==> src/rtl/snake_cmd_pkg.sv <==
// Shared constants and types for the snake command executor: opcodes,
// command word field positions/widths and the sequencer state encoding.
package snake_cmd_pkg;

    localparam int CMD_WIDTH = 32;

    // Opcode occupies the top nibble of every command word.
    localparam int OP_LSB = 28;
    localparam int OP_W   = 4;

    localparam logic [OP_W-1:0] OP_RECT = 4'h1;
    localparam logic [OP_W-1:0] OP_LINE = 4'h9;
    localparam logic [OP_W-1:0] OP_CHAR = 4'ha;

    // RECT word: corners in logic cells plus an 8-bit colour.
    localparam int CELL_W       = 5;
    localparam int RECT_X0_LSB  = 23;
    localparam int RECT_Y0_LSB  = 18;
    localparam int RECT_X1_LSB  = 13;
    localparam int RECT_Y1_LSB  = 8;
    localparam int RECT_COL_LSB = 0;

    // LINE/CHAR words: physical coordinate, colour and pair marker bit.
    localparam int X_W          = 10;
    localparam int Y_W          = 9;
    localparam int COLOR_W      = 8;
    localparam int LINE_X_LSB   = 18;
    localparam int LINE_Y_LSB   = 9;
    localparam int LINE_COL_LSB = 1;
    localparam int LAST_BIT     = 0;

    typedef enum logic [2:0] {
        ST_IDLE,
        ST_FETCH,
        ST_PAIR,
        ST_RECT,
        ST_LINE,
        ST_CHAR
    } state_t;

endpackage

==> src/rtl/snake_cmd_fifo.sv <==
// First-word-fall-through command FIFO. The head word is visible on rd_data
// whenever empty is low; a read and a write on a full FIFO both succeed.
module snake_cmd_fifo #(
    parameter int DEPTH = 128,
    parameter int WIDTH = 32
) (
    input  logic             clk,
    input  logic             rst,
    input  logic             wr_en,
    input  logic [WIDTH-1:0] wr_data,
    input  logic             rd_en,
    output logic [WIDTH-1:0] rd_data,
    output logic             full,
    output logic             empty
);

    localparam int AW = $clog2(DEPTH);

    logic [WIDTH-1:0] mem [DEPTH];
    logic [AW-1:0]    wr_ptr;
    logic [AW-1:0]    rd_ptr;
    logic [AW:0]      count;
    logic             do_wr;
    logic             do_rd;

    assign do_rd   = rd_en && !empty;
    assign do_wr   = wr_en && (!full || do_rd);
    assign full    = (count == (AW+1)'(DEPTH));
    assign empty   = (count == '0);
    assign rd_data = mem[rd_ptr];

    // Storage write port.
    // NOTE: the array has no reset; the pointers and count alone define which entries are valid.
    always_ff @(posedge clk) begin
        if (do_wr) begin
            mem[wr_ptr] <= wr_data;
        end
    end

    // Pointer and occupancy bookkeeping.
    // NOTE: non-blocking assignments so every register samples pre-edge values.
    always_ff @(posedge clk) begin
        if (rst) begin
            wr_ptr <= '0;
            rd_ptr <= '0;
            count  <= '0;
        end else begin
            if (do_wr) wr_ptr <= wr_ptr + 1'b1;
            if (do_rd) rd_ptr <= rd_ptr + 1'b1;
            case ({do_wr, do_rd})
                2'b10:   count <= count + 1'b1;
                2'b01:   count <= count - 1'b1;
                default: count <= count;
            endcase
        end
    end

endmodule

==> src/rtl/snake_cmd_exec.sv <==
// Snake command executor: buffers command words, decodes RECT/LINE/CHAR and
// streams pixel writes or char-draw bundles with valid/ready handshakes.
module snake_cmd_exec #(
    parameter int FIFO_DEPTH = 128,
    parameter int SPIXEL     = 20
) (
    input  logic        clk,
    input  logic        rst,
    input  logic [31:0] cmd,
    input  logic        cmd_vld,
    output logic [9:0]  pix_x,
    output logic [8:0]  pix_y,
    output logic [7:0]  pix_color,
    output logic        pix_we,
    input  logic        pix_ready,
    output logic [63:0] chr_data,
    output logic        chr_vld,
    input  logic        chr_ready,
    output logic        busy,
    output logic        cmd_ovf,
    output logic        cmd_err
);

    import snake_cmd_pkg::*;

    state_t                 state, state_n;
    logic [CMD_WIDTH-1:0]   fifo_head;
    logic                   fifo_full, fifo_empty;
    logic [CMD_WIDTH-1:0]   cmd_q;      // word under decode
    logic [CMD_WIDTH-1:0]   first_q;    // first word of a LINE/CHAR pair
    logic                   have_first;
    logic [X_W-1:0]         x_lo, x_hi;
    logic [Y_W-1:0]         y_hi;

    // FSM strobes
    logic pop, err_set, ld_rect, ld_line, ld_chr, set_first, clr_first;

    snake_cmd_fifo #(
        .DEPTH (FIFO_DEPTH),
        .WIDTH (CMD_WIDTH)
    ) u_fifo (
        .clk     (clk),
        .rst     (rst),
        .wr_en   (cmd_vld),
        .wr_data (cmd),
        .rd_en   (pop),
        .rd_data (fifo_head),
        .full    (fifo_full),
        .empty   (fifo_empty)
    );

    // Field extraction from the word under decode and the held first word.
    logic [OP_W-1:0]    op_q, op_first;
    logic               last_q;
    logic [CELL_W-1:0]  rx0, ry0, rx1, ry1;
    logic [COLOR_W-1:0] rect_col, line_col;
    logic [X_W-1:0]     lxa, lxb;
    logic [Y_W-1:0]     lya, lyb;

    assign op_q     = cmd_q[OP_LSB +: OP_W];
    assign op_first = first_q[OP_LSB +: OP_W];
    assign last_q   = cmd_q[LAST_BIT];
    assign rx0      = cmd_q[RECT_X0_LSB +: CELL_W];
    assign ry0      = cmd_q[RECT_Y0_LSB +: CELL_W];
    assign rx1      = cmd_q[RECT_X1_LSB +: CELL_W];
    assign ry1      = cmd_q[RECT_Y1_LSB +: CELL_W];
    assign rect_col = cmd_q[RECT_COL_LSB +: COLOR_W];
    assign line_col = cmd_q[LINE_COL_LSB +: COLOR_W];
    assign lxa      = first_q[LINE_X_LSB +: X_W];
    assign lya      = first_q[LINE_Y_LSB +: Y_W];
    assign lxb      = cmd_q[LINE_X_LSB +: X_W];
    assign lyb      = cmd_q[LINE_Y_LSB +: Y_W];

    logic rect_ok, line_ok, pair_ok;
    assign rect_ok = (rx1 >= rx0) && (ry1 >= ry0);
    assign line_ok = (lya == lyb) || (lxa == lxb);
    assign pair_ok = (op_q == op_first) && last_q;

    // Cell-to-pixel scaling, consumed only on the load cycle of a RECT.
    logic [X_W-1:0] rect_x_lo, rect_x_hi;
    logic [Y_W-1:0] rect_y_lo, rect_y_hi;
    assign rect_x_lo = X_W'(int'(rx0) * SPIXEL);
    assign rect_x_hi = X_W'((int'(rx1) + 1) * SPIXEL - 1);
    assign rect_y_lo = Y_W'(int'(ry0) * SPIXEL);
    assign rect_y_hi = Y_W'((int'(ry1) + 1) * SPIXEL - 1);

    // Bounding box of a line: one axis is degenerate for any valid line.
    logic [X_W-1:0] line_x_lo, line_x_hi;
    logic [Y_W-1:0] line_y_lo, line_y_hi;
    assign line_x_lo = (lxa < lxb) ? lxa : lxb;
    assign line_x_hi = (lxa < lxb) ? lxb : lxa;
    assign line_y_lo = (lya < lyb) ? lya : lyb;
    assign line_y_hi = (lya < lyb) ? lyb : lya;

    logic pix_fire, pix_done;
    assign pix_fire = pix_we && pix_ready;
    assign pix_done = pix_fire && (pix_x == x_hi) && (pix_y == y_hi);

    // State register.
    always_ff @(posedge clk) begin
        if (rst) state <= ST_IDLE;
        else     state <= state_n;
    end

    // Next-state and control strobes.
    // NOTE: every output gets a default before the case so no latch is inferred.
    always_comb begin
        state_n   = state;
        pop       = 1'b0;
        err_set   = 1'b0;
        ld_rect   = 1'b0;
        ld_line   = 1'b0;
        ld_chr    = 1'b0;
        set_first = 1'b0;
        clr_first = 1'b0;
        case (state)
            ST_IDLE, ST_PAIR: begin
                if (!fifo_empty) begin
                    pop     = 1'b1;
                    state_n = ST_FETCH;
                end
            end
            ST_FETCH: begin
                if (have_first) begin
                    clr_first = 1'b1;
                    if (!pair_ok) begin
                        // Drop the orphan first word and re-decode this one.
                        err_set = 1'b1;
                        state_n = ST_FETCH;
                    end else if (op_q == OP_CHAR) begin
                        ld_chr  = 1'b1;
                        state_n = ST_CHAR;
                    end else if (line_ok) begin
                        ld_line = 1'b1;
                        state_n = ST_LINE;
                    end else begin
                        err_set = 1'b1;
                        state_n = ST_IDLE;
                    end
                end else begin
                    case (op_q)
                        OP_RECT: begin
                            if (rect_ok) begin
                                ld_rect = 1'b1;
                                state_n = ST_RECT;
                            end else begin
                                err_set = 1'b1;
                                state_n = ST_IDLE;
                            end
                        end
                        OP_LINE, OP_CHAR: begin
                            if (!last_q) begin
                                set_first = 1'b1;
                                state_n   = ST_PAIR;
                            end else begin
                                err_set = 1'b1;
                                state_n = ST_IDLE;
                            end
                        end
                        default: begin
                            err_set = 1'b1;
                            state_n = ST_IDLE;
                        end
                    endcase
                end
            end
            ST_RECT, ST_LINE: begin
                if (pix_done) state_n = ST_IDLE;
            end
            ST_CHAR: begin
                if (chr_ready) state_n = ST_IDLE;
            end
            default: state_n = ST_IDLE;
        endcase
    end

    // Command latching, pixel walker, char bundle and status flags.
    always_ff @(posedge clk) begin
        if (rst) begin
            cmd_q      <= '0;
            first_q    <= '0;
            have_first <= 1'b0;
            x_lo       <= '0;
            x_hi       <= '0;
            y_hi       <= '0;
            pix_x      <= '0;
            pix_y      <= '0;
            pix_color  <= '0;
            pix_we     <= 1'b0;
            chr_data   <= '0;
            chr_vld    <= 1'b0;
            busy       <= 1'b0;
            cmd_ovf    <= 1'b0;
            cmd_err    <= 1'b0;
        end else begin
            busy <= (state != ST_IDLE) || !fifo_empty;

            if (pop) cmd_q <= fifo_head;

            if (set_first) begin
                first_q    <= cmd_q;
                have_first <= 1'b1;
            end else if (clr_first) begin
                have_first <= 1'b0;
            end

            if (err_set) cmd_err <= 1'b1;
            if (cmd_vld && fifo_full && !pop) cmd_ovf <= 1'b1;

            if (ld_rect) begin
                pix_x     <= rect_x_lo;
                pix_y     <= rect_y_lo;
                x_lo      <= rect_x_lo;
                x_hi      <= rect_x_hi;
                y_hi      <= rect_y_hi;
                pix_color <= rect_col;
                pix_we    <= 1'b1;
            end else if (ld_line) begin
                pix_x     <= line_x_lo;
                pix_y     <= line_y_lo;
                x_lo      <= line_x_lo;
                x_hi      <= line_x_hi;
                y_hi      <= line_y_hi;
                pix_color <= line_col;
                pix_we    <= 1'b1;
            end else if (pix_fire) begin
                if (pix_x == x_hi) begin
                    if (pix_y == y_hi) begin
                        pix_we <= 1'b0;
                    end else begin
                        pix_x <= x_lo;
                        pix_y <= pix_y + 1'b1;
                    end
                end else begin
                    pix_x <= pix_x + 1'b1;
                end
            end

            if (ld_chr) begin
                chr_data <= {first_q, cmd_q};
                chr_vld  <= 1'b1;
            end else if (chr_vld && chr_ready) begin
                chr_vld <= 1'b0;
            end
        end
    end

endmodule

==> config.mk <==
export PLATFORM = sky130hd
export DESIGN_NAME = snake_cmd_exec
export DESIGN_NICKNAME = d
export VERILOG_FILES = /design/src/rtl/snake_cmd_pkg.sv /design/src/rtl/snake_cmd_fifo.sv /design/src/rtl/snake_cmd_exec.sv
export SDC_FILE = /design/constraint.sdc
export NUM_CORES = 2
export LEC_CHECK = 0
export BUFFER_PORTS_ARGS = -buffer_cell sky130_fd_sc_hd__buf_2
export CORE_MARGIN = 2
export CORE_UTILIZATION = 59
export DETAILED_ROUTE_END_ITERATION = 10
export PLACE_DENSITY = 0.78
export SYNTH_ARGS = -nofsm -noshare
export SYNTH_HDL_FRONTEND = slang
export SYNTH_HIERARCHICAL = 1
export SYNTH_SLANG_ARGS = --single-unit
==> constraint.sdc <==
create_clock -name clk -period 9.25 [get_ports clk]
set_clock_uncertainty 0.1 [all_clocks]
set_input_delay 0.925 -clock clk [delete_from_list [all_inputs] [get_ports clk]]
set_output_delay 0.925 -clock clk [all_outputs]
set_load 0.02 [all_outputs]
==> results.sh <==
export IMPL_outcome="complete, no violations"
export IMPL_crit_required_ns=9.65
export IMPL_grt_antenna_before_repair=40
export IMPL_final_layout_size_suffix_gt1_share_pct=19.15
export IMPL_final_min_clock_period_ns=5.779
export IMPL_vias_per_cell=6.952
export IMPL_path_clk_slew_ns=0.06
export IMPL_placement_rows=195
export IMPL_end_kind="flip-flop"
export IMPL_drc=0
export IMPL_route_final_wire_length_mm=457.8
export IMPL_antenna_left=0
export IMPL_ctsRootBufferMaster="sky130_fd_sc_hd__clkbuf_16"
export IMPL_postSynthNetCount=8765
export IMPL_cpPeakStageDelay_ns=1.25
export IMPL_synth_xor_area_share_pct=0.4190
export IMPL_area_growth_synth_to_final_pct=11.32
export IMPL_reg2reg_to="u_fifo/mem[51][5]"
export IMPL_finalCritPeriodShare_pct=62.48
export IMPL_worst_ir_drop_vdd_uv=215.8
export IMPL_drt_wirelength_per_cell_um=35.35
export IMPL_rr_startpoint="u_fifo/count[0]"
export IMPL_synth_top_family_by_area="multiplexers"
export IMPL_fillCellCount=17290
export IMPL_synth_area_per_cell_um2=19.32
export IMPL_distinct_cell_type_count_of_the_synthesized_netlist=70
export IMPL_min_to="u_fifo/mem[102][21]"
export IMPL_r2r_setup_slack_ns=3.47
export IMPL_drt_pre_antenna_iters=6
export IMPL_synth_simple_area_share_pct=2.971
export IMPL_timing_critical_path_arrival_ns=6.18
export IMPL_unrepaired_setup_endpoints_after_global_routing="false"
export IMPL_cp_max_fo=34
export IMPL_drv_max_cap_violation_count=0
export IMPL_layout_area_seq_um2=127500
export IMPL_fmax_mhz=173.0
export IMPL_power_leakage_nw=55.96
export IMPL_die_area_um2=287700
export IMPL_gp_routability_congestion=0.9510
export IMPL_core_area_um2=282000
export IMPL_timing_setup_tns_ns=0
export IMPL_clock_sinks=4318
export IMPL_tritoncts="done"
export IMPL_power_density_nw_per_um2=241.1
export IMPL_drt_iter0_drc=14620
export IMPL_grt_max_degree=137
export IMPL_track_usage_pct=31.52
export IMPL_postSynthCellCount=8657
export IMPL_synth_adder_area_share_pct=0.5536
export IMPL_reg2reg_depth=11
export IMPL_postSynthRegisterBits=4318
export IMPL_ys_dominant_reg_cell="sky130_fd_sc_hd__edfxtp_1"
export IMPL_hold_crit_start="cmd[21]"
export IMPL_synth_edf_count=4096
export IMPL_share_of_cell_area_taken_by_muxes_after_synthesis_pct=14.29
export IMPL_mostFrequentLayoutCells="sky130_fd_sc_hd__edfxtp_1, sky130_fd_sc_hd__mux2i_1, sky130_fd_sc_hd__mux4_2"
export IMPL_grt_first_pass_wirelength_mm=640.5
export IMPL_number_of_buffers_added_to_fix_hold_violations_after_cts=0
export IMPL_worstPathCellList="nor3_1, nand2_1, nor2_1, or3_1, buf_4, inv_1, buf_4, o31ai_2, nor2_1, nand3_4, nor2_4"
export IMPL_yosys_warnings=6
export IMPL_hold_viol_final=0
export IMPL_setup_worst_path_class="flip-flop to flip-flop"
export IMPL_hold_path_depth=1
export IMPL_tightest_slew_ns=1.464
export IMPL_multi_input_area_um2=38530
export IMPL_initial_standard_cell_utilization_of_the_core_pct=59.29
export IMPL_nets=8951
export IMPL_cts_htree_levels=5
export IMPL_share_of_the_synthesized_area_in_compound_gates_ao_oa_aoi_oai_pct=4.141
export IMPL_postSynth_asyncResetShare_pct=0
export IMPL_layout_cells_most_common="sky130_fd_sc_hd__edfxtp_1"
export IMPL_io_port_bufs=132
export IMPL_die_x_um=536.4
export IMPL_cts_path_max_buffers=4
export IMPL_grt_pass1_vias=86560
export IMPL_maxSlewViolCount=0
export IMPL_synth_seq_area_share_pct=76.20
export IMPL_postCtsResizedCells=0
export IMPL_final_core_util_pct=66.01
export IMPL_worst_skew_pair_late_latency_ns=0.94
export IMPL_crit_buf_inv=3
export IMPL_gr_total_overflow=0
export IMPL_hold_path_class="input port to flip-flop"
export IMPL_die_height_um=536.4
export IMPL_vias=90020
export IMPL_worstSetupStartpointType="flip-flop"
export IMPL_post_cts_buffers=0
export IMPL_synth_cell_area_um2=167200
export IMPL_setup_viol_count_final=0
export IMPL_timing_slew_headroom_pct=2.415
export IMPL_dp_hpwl_mm=260.3
export IMPL_cts_buffers_inserted=413
export IMPL_io_pins=133
export IMPL_timing_critical_path_max_delay_family="simple AND/OR/NAND/NOR gates"
export IMPL_critical_path_cell_with_the_highest_stage_delay="sky130_fd_sc_hd__nor2_4"
power breakdown:
group,internal (W),leakage (nW),switching (W)
Combinational,0.00225,10.8,0.00420
Sequential,0.0215,38.6,0.000227
Clock,0.00948,6.51,0.00720
Total,0.0333,56.0,0.0116
worst reg2reg max path, stage by stage, from the launching register on:
cell and delay, ns:
sky130_fd_sc_hd__dfxtp_1 0.42, sky130_fd_sc_hd__nor3_1 0.11, sky130_fd_sc_hd__nand2_1 0.23, sky130_fd_sc_hd__nor2_1 0.17, sky130_fd_sc_hd__or3_1 0.34, sky130_fd_sc_hd__buf_4 0.27
sky130_fd_sc_hd__inv_1 0.45, sky130_fd_sc_hd__buf_4 0.37, sky130_fd_sc_hd__o31ai_2 0.20, sky130_fd_sc_hd__nor2_1 0.55, sky130_fd_sc_hd__nand3_4 0.87, sky130_fd_sc_hd__nor2_4 1.28
per-layer routing:
metal | share of wire, % | global-route usage, % | wire length (µm)
met1 | 34 | 42.64 | 157600
met2 | 46 | 47.85 | 210200
met3 | 14 | 9.139 | 63890
met4 | 5.7 | 14.66 | 25870
met5 | 0.050 | 0 | 227
flip-flops by register name (all words and copies together), names as in the netlist, named ones only:
signal and flops:
x_hi 10, cmd_ovf 1, state 3, x_lo 10
busy 1, u_fifo/rd_ptr 7, pix_y 9, first_q 32
have_first 1, cmd_err 1, chr_data 64, u_fifo/mem 4096
y_hi 9, u_fifo/count 8, cmd_q 32, u_fifo/wr_ptr 7
pix_we 1, chr_vld 1, pix_color 8, pix_x 10
metrics by stage:
step	hold slack, ns	power [W]	area (µm²)	worst slack (ns)	std cells
2_1_floorplan	0.3319	0.02589	167200	4.903	8657
3_5_place_dp	0.3448	0.02836	172800	3.692	12170
3_3_place_gp	0.3363	0.02826	172800	3.658	12170
5_1_grt	0.1635	0.04586	186100	3.314	12930
4_1_cts	0.1414	0.04479	186100	3.692	12930
6_report	0.1726	0.04489	186200	3.471	12950
worst max-delay path by stage:
stage	start	to	cells after the start	slack, ns
floorplan	u_fifo/count[0]	u_fifo/mem[111][0]	11	4.90
global placement	u_fifo/count[0]	u_fifo/mem[35][0]	11	3.66
detailed placement	u_fifo/count[0]	u_fifo/mem[19][29]	11	3.69
CTS	u_fifo/count[0]	u_fifo/mem[35][4]	11	3.69
global route	u_fifo/count[0]	u_fifo/mem[11][2]	11	3.31
finish	u_fifo/count[0]	u_fifo/mem[51][5]	11	3.47
synth_stat cells, types with 37 or more instances:
library cell / n / share of area (%)
sky130_fd_sc_hd__inv_1: 37 / 0.083
sky130_fd_sc_hd__buf_2: 177 / 0.53
sky130_fd_sc_hd__dfxtp_1: 222 / 2.7
sky130_fd_sc_hd__mux2i_1: 824 / 4.9
sky130_fd_sc_hd__mux2_2: 45 / 0.30
sky130_fd_sc_hd__mux4_2: 672 / 9.0
sky130_fd_sc_hd__a31oi_1: 40 / 0.15
sky130_fd_sc_hd__nand2_1: 497 / 1.1
sky130_fd_sc_hd__ha_1: 66 / 0.49
sky130_fd_sc_hd__clkbuf_1: 273 / 0.61
sky130_fd_sc_hd__nor2_1: 238 / 0.53
sky130_fd_sc_hd__a21oi_1: 281 / 0.84
sky130_fd_sc_hd__edfxtp_1: 4096 / 74
sky130_fd_sc_hd__xor2_1: 48 / 0.25
sky130_fd_sc_hd__a221oi_1: 101 / 0.53
sky130_fd_sc_hd__nand4_1: 76 / 0.28
sky130_fd_sc_hd__a22oi_1: 399 / 1.8
sky130_fd_sc_hd__buf_1: 37 / 0.083
sky130_fd_sc_hd__nand3_1: 162 / 0.48
cell type report:
class	count	share of cell area (%)
antenna	19	0.02554
timing repair buffer	277	1.087
sequential	4318	68.46
clock buffer	491	5.821
tap	3743	2.516
multi-input combinational	3796	20.70
inverter	37	0.07460
clock inverter	268	1.317
kinds of logic after synthesis:
| logic type | count (synthesis) |
|---|---|
| buffers and inverters | 543 |
| XOR/XNOR | 80 |
| AND/OR/NAND/NOR | 1102 |
| flip-flops | 4318 |
| adder cells (fa/ha/maj) | 71 |
| multiplexers | 1542 |
| AO/OA/AOI/OAI | 1001 |
Note: power is estimated with default switching activity, not from simulation.
